`src/rtl/mem_prio_arbiter.sv`:
```
// mem_prio_arbiter: priority memory-port arbiter with starvation guard and in-order response routing (MEM_ARB_PERF_EN adds perf counters)
module mem_prio_arbiter #(
  parameter int CNT          = 2,
  parameter int PRIO_IDX     = 1,
  parameter int QUEUE_DEPTH  = 2,
  parameter int STARVE_LIMIT = 4,
  parameter int REQ_W        = 32,
  parameter int RESP_W       = 32
) (
  input  logic                           clk,
  input  logic                           rst,
  input  logic [CNT-1:0]                 master_req_valid,
  output logic [CNT-1:0]                 master_req_ready,
  input  logic [CNT-1:0][REQ_W-1:0]      master_req_data,
  output logic [CNT-1:0]                 master_resp_valid,
  input  logic [CNT-1:0]                 master_resp_ready,
  output logic [CNT-1:0][RESP_W-1:0]     master_resp_data,
  output logic                           slave_req_valid,
  input  logic                           slave_req_ready,
  output logic [REQ_W-1:0]               slave_req_data,
  input  logic                           slave_resp_valid,
  output logic                           slave_resp_ready,
  input  logic [RESP_W-1:0]              slave_resp_data
`ifdef MEM_ARB_PERF_EN
  ,
  output logic [CNT-1:0][31:0]           perf_grants,
  output logic [31:0]                    perf_full_stall
`endif
);
  localparam int IW = CNT > 1 ? $clog2(CNT) : 1;
  localparam int PW = QUEUE_DEPTH > 1 ? $clog2(QUEUE_DEPTH) : 1;
  localparam int CW = $clog2(QUEUE_DEPTH + 1);
  localparam int SW = $clog2(STARVE_LIMIT + 1);
  localparam logic [IW-1:0] PRIO = IW'(PRIO_IDX);
  localparam logic [IW-1:0] RR_INIT = IW'(PRIO_IDX == 0 ? 1 : 0);
  logic [IW-1:0] fifo [QUEUE_DEPTH];
  logic [PW-1:0] wr_ptr, rd_ptr;
  logic [CW-1:0] count;
  logic [SW-1:0] starve;
  logic          lock, others_valid, issue, empty, push, pop;
  logic [IW-1:0] lock_idx, rr_ptr, rr_pick, rr_next, free_g, g, h;
  int            pick_dist, next_dist;
  assign others_valid = |(master_req_valid & ~(CNT'(1) << PRIO_IDX));
  // Distance-based search avoids variable-offset indexing: smallest wrap distance wins.
  always_comb begin
    rr_pick = PRIO;
    rr_next = RR_INIT;
    pick_dist = CNT;
    next_dist = CNT;
    for (int j = 0; j < CNT; j++) begin
      if (j != PRIO_IDX && master_req_valid[j] && (j - int'(rr_ptr) + CNT) % CNT < pick_dist) begin
        pick_dist = (j - int'(rr_ptr) + CNT) % CNT;
        rr_pick = IW'(j);
      end
      if (j != PRIO_IDX && (j - int'(g) - 1 + 2 * CNT) % CNT < next_dist) begin
        next_dist = (j - int'(g) - 1 + 2 * CNT) % CNT;
        rr_next = IW'(j);
      end
    end
  end
  assign free_g = master_req_valid[PRIO] && (starve < SW'(STARVE_LIMIT) || !others_valid) ? PRIO : rr_pick;
  assign g = lock ? lock_idx : free_g;
  assign issue = !rst && count < CW'(QUEUE_DEPTH);
  assign slave_req_valid = master_req_valid[g] && issue;
  assign slave_req_data = master_req_data[g];
  assign master_req_ready = slave_req_ready && issue ? CNT'(1) << g : '0;
  assign push = slave_req_valid && slave_req_ready;
  assign empty = rst || count == '0;
  assign h = fifo[rd_ptr];
  assign master_resp_valid = slave_resp_valid && !empty ? CNT'(1) << h : '0;
  assign master_resp_data = {CNT{slave_resp_data}};
  assign slave_resp_ready = master_resp_ready[h] && !empty;
  assign pop = slave_resp_valid && slave_resp_ready;
  always_ff @(posedge clk or posedge rst) begin
    if (rst) begin
      wr_ptr <= '0;
      rd_ptr <= '0;
      count <= '0;
      lock <= 1'b0;
      lock_idx <= '0;
      rr_ptr <= RR_INIT;
      starve <= '0;
    end else begin
      lock <= slave_req_valid && !slave_req_ready;
      if (slave_req_valid && !slave_req_ready) lock_idx <= g;
      if (push) begin
        wr_ptr <= wr_ptr == PW'(QUEUE_DEPTH - 1) ? '0 : wr_ptr + 1'b1;
        if (g == PRIO) starve <= !others_valid ? '0 : starve == SW'(STARVE_LIMIT) ? starve : starve + 1'b1;
        else begin
          starve <= '0;
          rr_ptr <= rr_next;
        end
      end
      if (pop) rd_ptr <= rd_ptr == PW'(QUEUE_DEPTH - 1) ? '0 : rd_ptr + 1'b1;
      count <= count + CW'(push) - CW'(pop);
    end
  end
  always_ff @(posedge clk) if (push) fifo[wr_ptr] <= g;
`ifdef MEM_ARB_PERF_EN
  always_ff @(posedge clk or posedge rst) begin
    if (rst) begin
      perf_grants <= '0;
      perf_full_stall <= '0;
    end else begin
      if (push) perf_grants[g] <= perf_grants[g] + 32'd1;
      if (|master_req_valid && count == CW'(QUEUE_DEPTH)) perf_full_stall <= perf_full_stall + 32'd1;
    end
  end
`endif
  assert property (@(posedge clk) disable iff (rst) !(slave_resp_valid && count == '0))
    else $error("memory response with no outstanding request");
endmodule

```
`config.mk`:
```
export PLATFORM = sky130hd
export DESIGN_NAME = mem_prio_arbiter
export DESIGN_NICKNAME = d
export VERILOG_FILES = /design/src/rtl/mem_prio_arbiter.sv
export SDC_FILE = /design/constraint.sdc
export NUM_CORES = 1
export LEC_CHECK = 0
export ABC_AREA = 1
export CAP_MARGIN = 25
export CORE_MARGIN = 3
export CORE_UTILIZATION = 26
export DETAILED_ROUTE_END_ITERATION = 6
export PLACE_DENSITY = 0.83
export SLEW_MARGIN = 40
export SYNTH_ARGS = -nofsm -noshare
export SYNTH_HDL_FRONTEND = slang
export SYNTH_SLANG_ARGS = --single-unit
```
`constraint.sdc`:
```
create_clock -name clk -period 1.7 [get_ports clk]
set_input_delay 0.51 -clock clk [delete_from_list [all_inputs] [get_ports clk]]
set_output_delay 0.51 -clock clk [all_outputs]
set_load 0.01 [all_outputs]
```
Word-level counts from Yosys, hierarchy flattened. Memory sizes are Yosys's and may differ from the RTL's. Index checks and enable logic that the tools add are counted.

Eq/ne operators: 2. Order comparisons: 4. Multiplexer cells: 18. Shift-type cells: 2. Add/subtract/negate cells: 5. Reductions and logical operators: 17.

Operators with widths (count): $mux 32 (2); $mux 1 (11); $logic_and 1x1->1 (9); $mux 3 (3); $logic_not 1->1 (4); $lt 1x2->1 const B (2); $mux 2 (2); $shl 1x1->2 const A (2); $add 3x1->3 const B (1); $eq 3x3->1 const B (1); $lt 3x3->1 const B (1); $ne 3x3->1 const B (1); $add 1x1->1 const B (2); $add 2x1->2 (1); $logic_not 2->1 (1); $logic_or 1x1->1 (2); $lt 2x2->1 const B (1); $reduce_and 2->1 (1); $sub 2x1->2 (1).

Register bits: 9. Output and inout port bits: 102. Input port bits: 104. Word-level logic and storage cells: 55. Memories kept: 1. Bits in writable memories: 2.

Memories: fifo (depth 2, bits a word 1, rd ports 1, clocked after Yosys merged registers in 0, write ports 1, RTL line 36) `logic [IW-1:0] fifo [QUEUE_DEPTH];`.

Depth between registers and ports, before layout. Gate-level depths: netlist (run 1).

Word-level depth: 11. Depth in mapped cells: 12. Depth with buffers taken out: 12.

Least setup slack after synthesis (run 1). No wires, ideal clock.

Path kind: input port to output port. Start point: input master_req_valid[0]. End point: output master_req_ready[0]. Buffers on the path: 1. Path slack: 0.029 ns. Cell stages on the path: 7. Arrival: 1.161 ns. Data required time: 1.190 ns. Path through: inv_2 -> nor2_2 -> nand2_2 -> nand2_4 -> inv_2 -> buf_4 -> nor2_1.

Cells in the longest elaborated chain, start to end: 7. Elaborated cells between the ends (all ways): 8. Those cells by class: 1 x shift; 4 x mux; 3 x reduce/logical.

Ends and longest elaborated chain: from (decl) (RTL line 12) `input logic [CNT-1:0] master_req_valid,`; $logic_not 1->1; $logic_or 1x1->1 (RTL line 61) `assign free_g = master_req_valid[PRIO] && (starve < SW'(STARVE_LIMIT) || !others_valid) ? PRIO : rr_pick;`; $logic_and 1x1->1 (RTL line 61); $mux 1 * (RTL line 61); $mux 1 * (RTL line 62) `assign g = lock ? lock_idx : free_g;`; via g (RTL line 41) `logic [IW-1:0] lock_idx, rr_ptr, rr_pick, rr_next, free_g, g, h;`; $shl 1x1->2 * (RTL line 66) `assign master_req_ready = slave_req_ready && issue ? CNT'(1) << g : '0;`; $mux 2 * (RTL line 66); to (decl) (RTL line 13) `output logic [CNT-1:0] master_req_ready,`.

Mark *: on every way through the listed nets, which the timed path passes. The rest lies on a longest branch.

Worst setup path in the final report (run 1).
Start point: register lock. End point: output slave_req_data[11].

Cells in the longest elaborated chain, start to end: 3.

Ends and longest elaborated chain: from (decl) (RTL line 40) `logic lock, others_valid, issue, empty, push, pop;`; from (signal assigned) (RTL line 84) `lock <= slave_req_valid && !slave_req_ready;`; $mux 1 (RTL line 62); $mux 32 (implied by the code) (2 in a row) (RTL line 65) `assign slave_req_data = master_req_data[g];`; to (decl) (RTL line 20) `output logic [REQ_W-1:0] slave_req_data,`.

Every way passes these cells. The select of a mux whose other input is x is not followed.

==> impl_metrics.toml, run 1 <==
[outcome]
status = "complete, but fails checks"
violations = "negative setup slack"

[timing]
fin_worst_skew_ns = 0.00359
slew_headroom_pct = 75.0
period_needed_ns = 2.03
finalHoldViolCount = 0
setup_viol = 37
tns_ns = -10.35
hold_slack_ns = 0.379
worst_pin_slew_ns = 0.375
fmax_ghz = 0.492
rsz0062_at_grt = "yes"
timing.final.ws_setup_ns = -0.331
period_share_pct = 119
slew_viol_final = 0

[routing]
drc = 0
viasPerCell = 4.20
routedWlPerCell_um = 13.9
drtAntennaViolNets = 0
drt_iter0_drc = 38
dr.pass1.iters = 4
wirelength_um = 5600
vias = 1697

[floorplan]
core-area_sq_um = 5680
fp.dieH_um = 83.9
initial_utilization_pct = 27.8
die_x_um = 83.9
die_area_sq_um = 7040
io_pins = 206
rows = 27

[power_and_ir_drop]
p_leak_nw = 1.43
power.total_w = 0.00294
power.density_nw_per_um2 = 1030
peakVddDrop_mv = 0.697

[yosys]
yosysTopAreaCell = "buf_4"
synth_area_leaders = "buf_4 (32%), nand2_1 (28%), dfrtp_1 (14%)"
synth_area_per_cell_sq_um = 6.24
yosysWarnings = 0
synth_cell_types = 23
synth-seq-cells = 11
synthFlopType = "dfrtp_1"
postSynth.asyncResetShare_pct = 81.8
ys_seq_area_share_pct = 18.1
syn_nets = 361
ys_top_cells_by_count = "nand2_1 (119), buf_4 (67), inv_1 (13)"
synth_top_area_share_pct = 31.9
yosysMostFrequentCell = "nand2_1"
synth-edff-count = 2
synth_area_sq_um = 1580
syn-instance-count = 253

[global_routing]
grt.total_usage_pct = 15.0
grt_pass1_vias = 1801
grt_pass1_wl_um = 8540
grt_max_degree = 17
antenna_found_initial = 0
grt.overflow.total = 0

[setup_path]
cp_max_fo = 5
worstPathBufferInverterCount = 4
r2r-end = "count[1]$_DFF_PP0_"
crit_chain = "nor2_2 -> nand2_2 -> nand2_4 -> inv_6 -> buf_8 -> buf_16 -> nand2_2 -> nand2_1 -> buf_2"
r2r_cells = 10
criticalPathCategory = "reg2out"
cp_common_cell = "nand2_2"
rrSetupSlack_ns = -0.02
r2r_start = "lock$_DFF_PP0_"
required_ns = 1.19
critPathMaxStageDelay_ns = 0.42
setup.worst_path.start_class = "flip-flop"
arrival_ns = 1.52
critPathTopFamily = "buffers and inverters"
critPathSlowestCell = "dfrtp_1"
endpoint_kind = "primary output"

[min_path]
min_path_type = "in2async"

[placed_design]
dp_hpwl_um = 4150
routabilityCongestion = 0.827
portBuffers = 109
pre_cts_ws_ns = -0.993

[layout]
ff_latch_area_sq_um = 285
synthToLayoutAreaGrowth_pct = 80.1
fillers = 544
nets = 441
multi_input_area_sq_um = 901
antennaDiodeCount = 0
drive_gt1_share_pct = 44.0

[job]
drv_cap = 0

[cts]
clk_latency_ns = 0.24
cts_tree = "done"
cts_buffers = 3
clockBufferDepth = 2
cts_sinks = 11
root_buffer = "clkbuf_8"
cts.clk_slew.worst_paths_ns = 0.05
htreeDepth = 1
cell type report:
cell class,count,share of cell area (%)
Sequential cell,11,10.0
Clock buffer,4,1.58
Tap cell,72,3.17
Multi-Input combinational cell,156,31.7
Timing Repair Buffer,145,51.3
Inverter,16,2.29
layout by cell type (no fill, tap or decap), types with 5 or more instances in the layout:
master           count
nand2_1             75
clkdlybuf4s50_1     65
nand2_2             39
buf_16               5
buf_2               25
inv_1                9
nor2_1               7
inv_2                6
dfrtp_1              9
nand2_4              8
buf_4               20
nor2_4               5
buf_6               16
per-layer routing:
metal  vias up  wire, um  GRT usage (%)
li1        856         -              -
met1       744      1900           15.8
met2        93      3180           29.2
met3         4       466           4.74
met4         0        46           2.63
met5         -         0              0
where the power goes:
part           internal, W  switching (W)
Combinational      0.00122       0.000999
Sequential        0.000374      0.0000810
Clock             0.000165      0.0000998
Total              0.00176        0.00118
cells by family after synthesis:
family,count (synthesis),share of synthesized area [%]
AO/OA/AOI/OAI,6,2.85
XOR/XNOR,4,2.22
adder cells (fa/ha/maj),4,3.17
buffers and inverters,86,36.6
flip-flops,11,18.1
AND/OR/NAND/NOR,142,37.1
worst max-delay path by stage:
| stage | start | slack [ns] | to | cells past startpoint |
|---|---|---|---|---|
| after floorplan | master_req_valid[0] | 0.03 | master_req_ready[0] | 7 |
| after global routing | lock$_DFF_PP0_ | -0.40 | slave_req_data[23] | 9 |
| after global placement | master_req_valid[0] | -1.00 | master_req_ready[0] | 9 |
| after CTS | lock$_DFF_PP0_ | -0.31 | slave_req_data[23] | 8 |
| after detailed placement | master_req_valid[0] | -0.99 | master_req_ready[0] | 9 |
| final | lock$_DFF_PP0_ | -0.33 | slave_req_data[11] | 9 |
flip-flops by register name, summed over array words and instances, names as in the netlist:
name and flops:
count 2, fifo 2, lock 1, lock_idx 1
rd_ptr 1, starve 3, wr_ptr 1
timing repair:
action / in CTS / in global routing
hold buffers: 0 / 0
setup endpoints to repair: 46 / 40
pin swaps: 12 / 11
gates cloned: 5 / 1
resized for setup: 206 / 56
setup buffers: 6 / 4
per-stage QoR:
step | cell area [sq um] | cells | util, %
2_1_floorplan | 1580 | 253 | -
3_3_place_gp | 2430 | 384 | 42.8
3_5_place_dp | 2430 | 384 | 42.8
4_1_cts | 2590 | 399 | 45.6
5_1_grt | 2840 | 404 | 50.1
6_report | 2840 | 404 | 50.1
No activity file was read; power rests on OpenSTA's default activity.
==> run 2: changes to the inputs <==
Settings changed: ABC_AREA 1 to 0, CORE_UTILIZATION 26 to 25, GPL_ROUTABILITY_DRIVEN set to 0, PLACE_DENSITY 0.83 to 0.81.
==> impl_metrics.toml, run 2 <==
[min_path]
min_path_type = "in2async"

[routing]
drc = 0
vias = 1441
drt_iter0_drc = 25
wirelength_um = 5660
routedWlPerCell_um = 17.1
drtAntennaViolNets = 0
viasPerCell = 4.35
dr.pass1.iters = 3

[layout]
mostFrequentLayoutCells = "clkdlybuf4s50_1 (66), buf_6 (44), mux2_4 (33)"
final_cell_count_no_fill = 331
reg.largest.list = "starve (3), count (2), fifo (2)"
fillers = 496
ff_latch_area_sq_um = 285
drive_gt1_share_pct = 56.8
largest_register = "starve"
antennaDiodeCount = 0
finish.instance_area_sq_um = 3000
nets = 368
layout_commonest_cell = "clkdlybuf4s50_1"
largest_register_ffs = 3
multi_input_area_sq_um = 986
final_util_pct = 52.2
synthToLayoutAreaGrowth_pct = 94.3

[yosys]
synth_area_sq_um = 1540
ys_top_cells_by_count = "buf_4 (64), mux2_2 (32), nor2_1 (13)"
synth_area_per_cell_sq_um = 9.02
synth-edff-count = 2
yosysTopAreaCell = "buf_4"
synth_area_leaders = "buf_4 (31%), mux2_2 (23%), dfrtp_1 (15%)"
syn-instance-count = 171
synth_top_area_share_pct = 31.1
synthFlopType = "dfrtp_1"
postSynth.asyncResetShare_pct = 81.8
syn_nets = 279
yosysMostFrequentCell = "buf_4"
ys_seq_area_share_pct = 18.5
yosysWarnings = 0
synth-seq-cells = 11
synth_cell_types = 30

[cts]
cts_tree = "done"
cts_sinks = 11
cts.clk_slew.worst_paths_ns = 0.05
cts_hold_buf = 0
htreeDepth = 1
clockBufferDepth = 2
clk_latency_ns = 0.24
root_buffer = "clkbuf_8"
cts_buffers = 3

[timing]
hold_slack_ns = 0.426
slew_viol_final = 0
rsz0062_at_grt = "yes"
finalHoldViolCount = 0
period_needed_ns = 2.29
timing.final.ws_setup_ns = -0.587
fin_worst_skew_ns = 0.00143
setup_viol = 40
slew_headroom_pct = 73.8
worst_pin_slew_ns = 0.393
fmax_ghz = 0.437
period_share_pct = 135

[job]
drv_cap = 0

[floorplan]
initial_utilization_pct = 26.9
rows = 27
die_x_um = 84.6
io_pins = 206
fp.dieH_um = 84.6
die_area_sq_um = 7150
core-area_sq_um = 5740

[setup_path]
cp_max_fo = 5
worstPathBufferInverterCount = 4
critPathMaxStageDelay_ns = 0.39
arrival_ns = 1.78
critPathTopFamily = "buffers and inverters"
endpoint_kind = "primary output"
required_ns = 1.19
crit_chain = "nand2b_4 -> nand3b_1 -> nand2_4 -> buf_12 -> buf_8 -> buf_16 -> mux2_4 -> buf_6"
setup.worst_path.start_class = "flip-flop"
criticalPathCategory = "reg2out"
critPathSlowestCell = "dfrtp_1"

[power_and_ir_drop]
power.density_nw_per_um2 = 816
p_leak_nw = 1.36
peakVddDrop_mv = 0.537
power.total_w = 0.00245

[global_routing]
antenna_found_initial = 0
grt.total_usage_pct = 15.0
grtUsageMet2_pct = 27.6
grt_pass1_wl_um = 8490
grt.overflow.total = 0
busiest_layer = "met2"
grt_pass1_vias = 1548
grt_use_met3_pct = 8.05
use_met1_pct = 15.3
grt_max_degree = 10

[outcome]
violations = "negative setup slack"
status = "complete, but fails checks"

[placed_design]
dp.cells = 310
place_area_sq_um = 2540
dp_hpwl_um = 4350
portBuffers = 109
==> run 2: cell types whose count changed after synthesis, moves of 2 or more <==
cell / delta
nor2_2: -2
mux2i_1: +3
nand2b_1: +2
and2_1: +2
nand2_1: -113
inv_1: -7
nor3_1: +4
buf_2: -3
mux2_2: +32
o21bai_1: -3
inv_2: -2
buf_4: -3
buf_6: +3
nor2_4: -2
==> run 2: layer usage <==
layer | vias up | part of all wire [%]
li1 | 684 | -
met1 | 661 | 34
met2 | 92 | 53
met3 | 4 | 13
met4 | 0 | 0.32
met5 | - | 0
==> run 2: path summary, 6_finish.rpt <==
check,start,to,slack (ns),depth (start not counted)
max in group asynchronous,rst,lock_idx$_DFFE_PP0P_,0.99,3
min in group clk,starve[1]$_DFFE_PP0P_,starve[1]$_DFFE_PP0P_,0.57,2
hold / removal,rst,count[1]$_DFF_PP0_,0.43,3
hold reg to reg,starve[1]$_DFFE_PP0P_,starve[1]$_DFFE_PP0P_,0.57,2
setup reg to reg,rd_ptr$_DFFE_PP0P_,count[1]$_DFF_PP0_,-0.27,10
setup / recovery,starve[2]$_DFFE_PP0P_,slave_req_data[0],-0.59,8
==> run 2: cells by family (layout without fill, tap and decap cells) <==
family | Yosys count | in the layout | share of synthesized area, %
buf+inv | 73 | 161 | 34.8
mux | 36 | 36 | 26.3
simple gates | 35 | 35 | 11.6
flops | 11 | 11 | 18.5
compound gates | 8 | 8 | 3.33
fa+ha+maj | 4 | 4 | 3.24
xor+xnor | 4 | 4 | 2.27
==> run 2: power breakdown <==
group | leakage (nW) | internal (W) | total (W) | switching [W]
logic | 1.21 | 0.00111 | 0.00172 | 0.000618
clock network | 0.0228 | 0.000165 | 0.000267 | 0.000102
registers | 0.130 | 0.000367 | 0.000455 | 0.0000881
total | 1.36 | 0.00164 | 0.00245 | 0.000808
==> run 2: repair_timing <==
action	CTS	global route
setup endpoints to repair	48	46
gates cloned	4	0
pin swaps	8	10
resized for setup	225	30
setup buffers	14	7
==> run 2: cell type report <==
cell class                 count  share of cell area [%]
multi-input combinational     87                    32.9
sequential                    11                    9.52
timing repair buffer         151                    52.3
tap                           72                    3.01
clock buffer                   4                    1.50
inverter                       6                   0.835
==> run 2: through the flow <==
stage                     TNS (ns)  setup slack, ns
after floorplan              -2.67          -0.0986
after global placement      -44.02            -1.12
after detailed placement    -44.71            -1.13
after CTS                   -20.04           -0.588
after global routing        -21.08           -0.652
final                       -18.28           -0.587
==> run 2: worst register-to-register path, delay by kind of cell (launching register included) <==
kind                       cells  cell delay [ns]
xor gates and xnor gates       2             0.31
adders and majority gates      2             0.40
buffers and inverters          3             0.32
DFF                            1             0.37
muxes                          2             0.46
and+or+nand+nor                1             0.04
==> run 3: changes to the inputs <==
--- a/config.mk
+++ b/config.mk
@@ -14,3 +14,2 @@
 export PLACE_DENSITY = 0.81
-export SLEW_MARGIN = 40
 export SYNTH_ARGS = -nofsm -noshare
==> constraint.sdc (replaced) <==
create_clock -name clk -period 1.7 [get_ports clk]
set_input_delay 0.34 -clock clk [delete_from_list [all_inputs] [get_ports clk]]
set_output_delay 0.34 -clock clk [all_outputs]
set_load 0.01 [all_outputs]
==> impl_metrics.toml, run 3 (same netlist as run 2, synthesis figures left out) <==
[timing]
period_share_pct = 120
fin_worst_skew_ns = 0.00124
timing.final.ws_setup_ns = -0.333
worst_pin_slew_ns = 0.367
slew_headroom_pct = 75.5
period_needed_ns = 2.03
rsz0062_at_grt = "yes"
fmax_ghz = 0.492
finalHoldViolCount = 0
slew_viol_final = 0
hold_slack_ns = 0.367
setup_viol = 44

[setup_path]
setup.worst_path.start_class = "flip-flop"
r2r_cells = 12
required_ns = 1.36
crit_path_end = "slave_req_data[15]"
critPathSlowestCell = "dfrtp_1"
crit_chain = "nand2b_4 -> nand3b_1 -> nand2_2 -> buf_6 -> buf_16 -> mux2_4 -> buf_6"
critPathMaxStageDelay_ns = 0.39
cp_common_cell = "buf_6"
r2r-end = "fifo[0]$_DFFE_PP_"
arrival_ns = 1.69
cp_max_fo = 6
criticalPathCategory = "reg2out"
rrSetupSlack_ns = -0.31
r2r_start = "lock$_DFF_PP0_"
crit_start = "starve[2]$_DFFE_PP0P_"
worstPathBufferInverterCount = 3
endpoint_kind = "primary output"
cp.depth = 7
critPathTopFamily = "buffers and inverters"

[routing]
drtAntennaViolNets = 0
drt_iter0_drc = 15
viasPerCell = 4.32
wirelength_um = 5190
vias = 1403
drc = 0
dr.pass1.iters = 4
routedWlPerCell_um = 16.0

[global_routing]
grt.overflow.total = 0
grt_max_degree = 13
antenna_found_initial = 0
grt.total_usage_pct = 13.1
grt_pass1_wl_um = 7570
grt_pass1_vias = 1582

[cts]
cts_sinks = 11
htreeDepth = 1
cts_tree = "done"
cts_hold_buf = 0
cts_buffers = 3
clockBufferDepth = 2
clk_latency_ns = 0.24
cts.clk_slew.worst_paths_ns = 0.05
root_buffer = "clkbuf_8"

[floorplan]
fp.dieH_um = 84.6
initial_utilization_pct = 26.9
core-area_sq_um = 5740
io_pins = 206
die_area_sq_um = 7150
rows = 27
die_x_um = 84.6

[outcome]
violations = "negative setup slack"
status = "complete, but fails checks"

[layout]
synthToLayoutAreaGrowth_pct = 82.0
largest_register_ffs = 3
final_util_pct = 48.9
largest_register = "starve"
fillers = 551
nets = 362
layout_commonest_cell = "clkdlybuf4s50_1"
finish.instance_area_sq_um = 2810
reg.largest.list = "starve (3), count (2), fifo (2)"
mostFrequentLayoutCells = "clkdlybuf4s50_1 (68), buf_6 (34), buf_4 (23)"
final_cell_count_no_fill = 325
antennaDiodeCount = 0
drive_gt1_share_pct = 51.8

[min_path]
min_path_type = "in2async"

[power_and_ir_drop]
power.density_nw_per_um2 = 788
power.total_w = 0.00221
peakVddDrop_mv = 0.593
p_leak_nw = 1.25

[placed_design]
portBuffers = 109
dp_hpwl_um = 3760
place_area_sq_um = 2390
dp.cells = 305

[job]
drv_cap = 0
## run 3: cell types whose count changed in the layout (fill, tap and decap cells not counted), moves of 5 or more
cell | before | now
buf_6 | 44 | 34
buf_2 | 5 | 10
nor2_1 | 5 | 10
mux2_4 | 33 | 22
mux2_2 | 0 | 11
## run 3: per-layer routing
layer  vias up  global-route usage [%]  routed length (um)
met5         -                       0                   0
met2        87                    25.9                3020
met1       638                    13.0                1670
met4         0                    5.90                 125
li1        669                       -                   -
met3         9                    2.45                 372
## run 3: layout make-up
cell class	count	area, sq um	share of cell area, %
Inverter	6	22.5	0.802
Clock buffer	4	45.0	1.60
Sequential cell	11	285	10.2
Tap cell	72	90.1	3.21
Timing Repair Buffer	145	1450	51.6
Multi-Input combinational cell	87	915	32.6
## run 3: worst min path at each step
stage | slack (ns) | endpoint
floorplan | 0.17 | count[0]$_DFF_PP0_
global placement | 0.47 | wr_ptr$_DFFE_PP0N_
detailed placement | 0.48 | wr_ptr$_DFFE_PP0N_
CTS | 0.37 | count[0]$_DFF_PP0_
global route | 0.39 | count[0]$_DFF_PP0_
finish | 0.37 | count[0]$_DFF_PP0_
## run 3: repair_timing
item | CTS | global route
buffers inserted | 12 | 4
resized for setup | 227 | 10
pin swaps | 6 | 0
setup endpoints to repair | 42 | 45
cloned | 3 | 0
## run 3: worst reg2reg max path, stage by stage (launching register included)
cell     delay (ns)
dfrtp_1        0.39
buf_4          0.14
buf_6          0.11
nand2_4        0.06
nor2_4         0.04
buf_6          0.11
nor3_4         0.20
inv_2          0.08
buf_4          0.14
buf_4          0.12
buf_4          0.12
buf_4          0.14
nor2_2         0.08
## run 3: through the flow
step	setup slack, ns	setup TNS [ns]
2_1_floorplan	-0.0822	-0.0822
5_1_grt	-0.435	-15.71
6_report	-0.333	-11.42
3_3_place_gp	-0.797	-29.01
3_5_place_dp	-0.799	-29.27
4_1_cts	-0.322	-10.16
## run 3: report_power, final
part,internal [W],total [W],switching [W]
logic,0.000930,0.00149,0.000559
registers,0.000367,0.000449,0.0000826
clock network,0.000166,0.000275,0.000109
total,0.00146,0.00221,0.000751
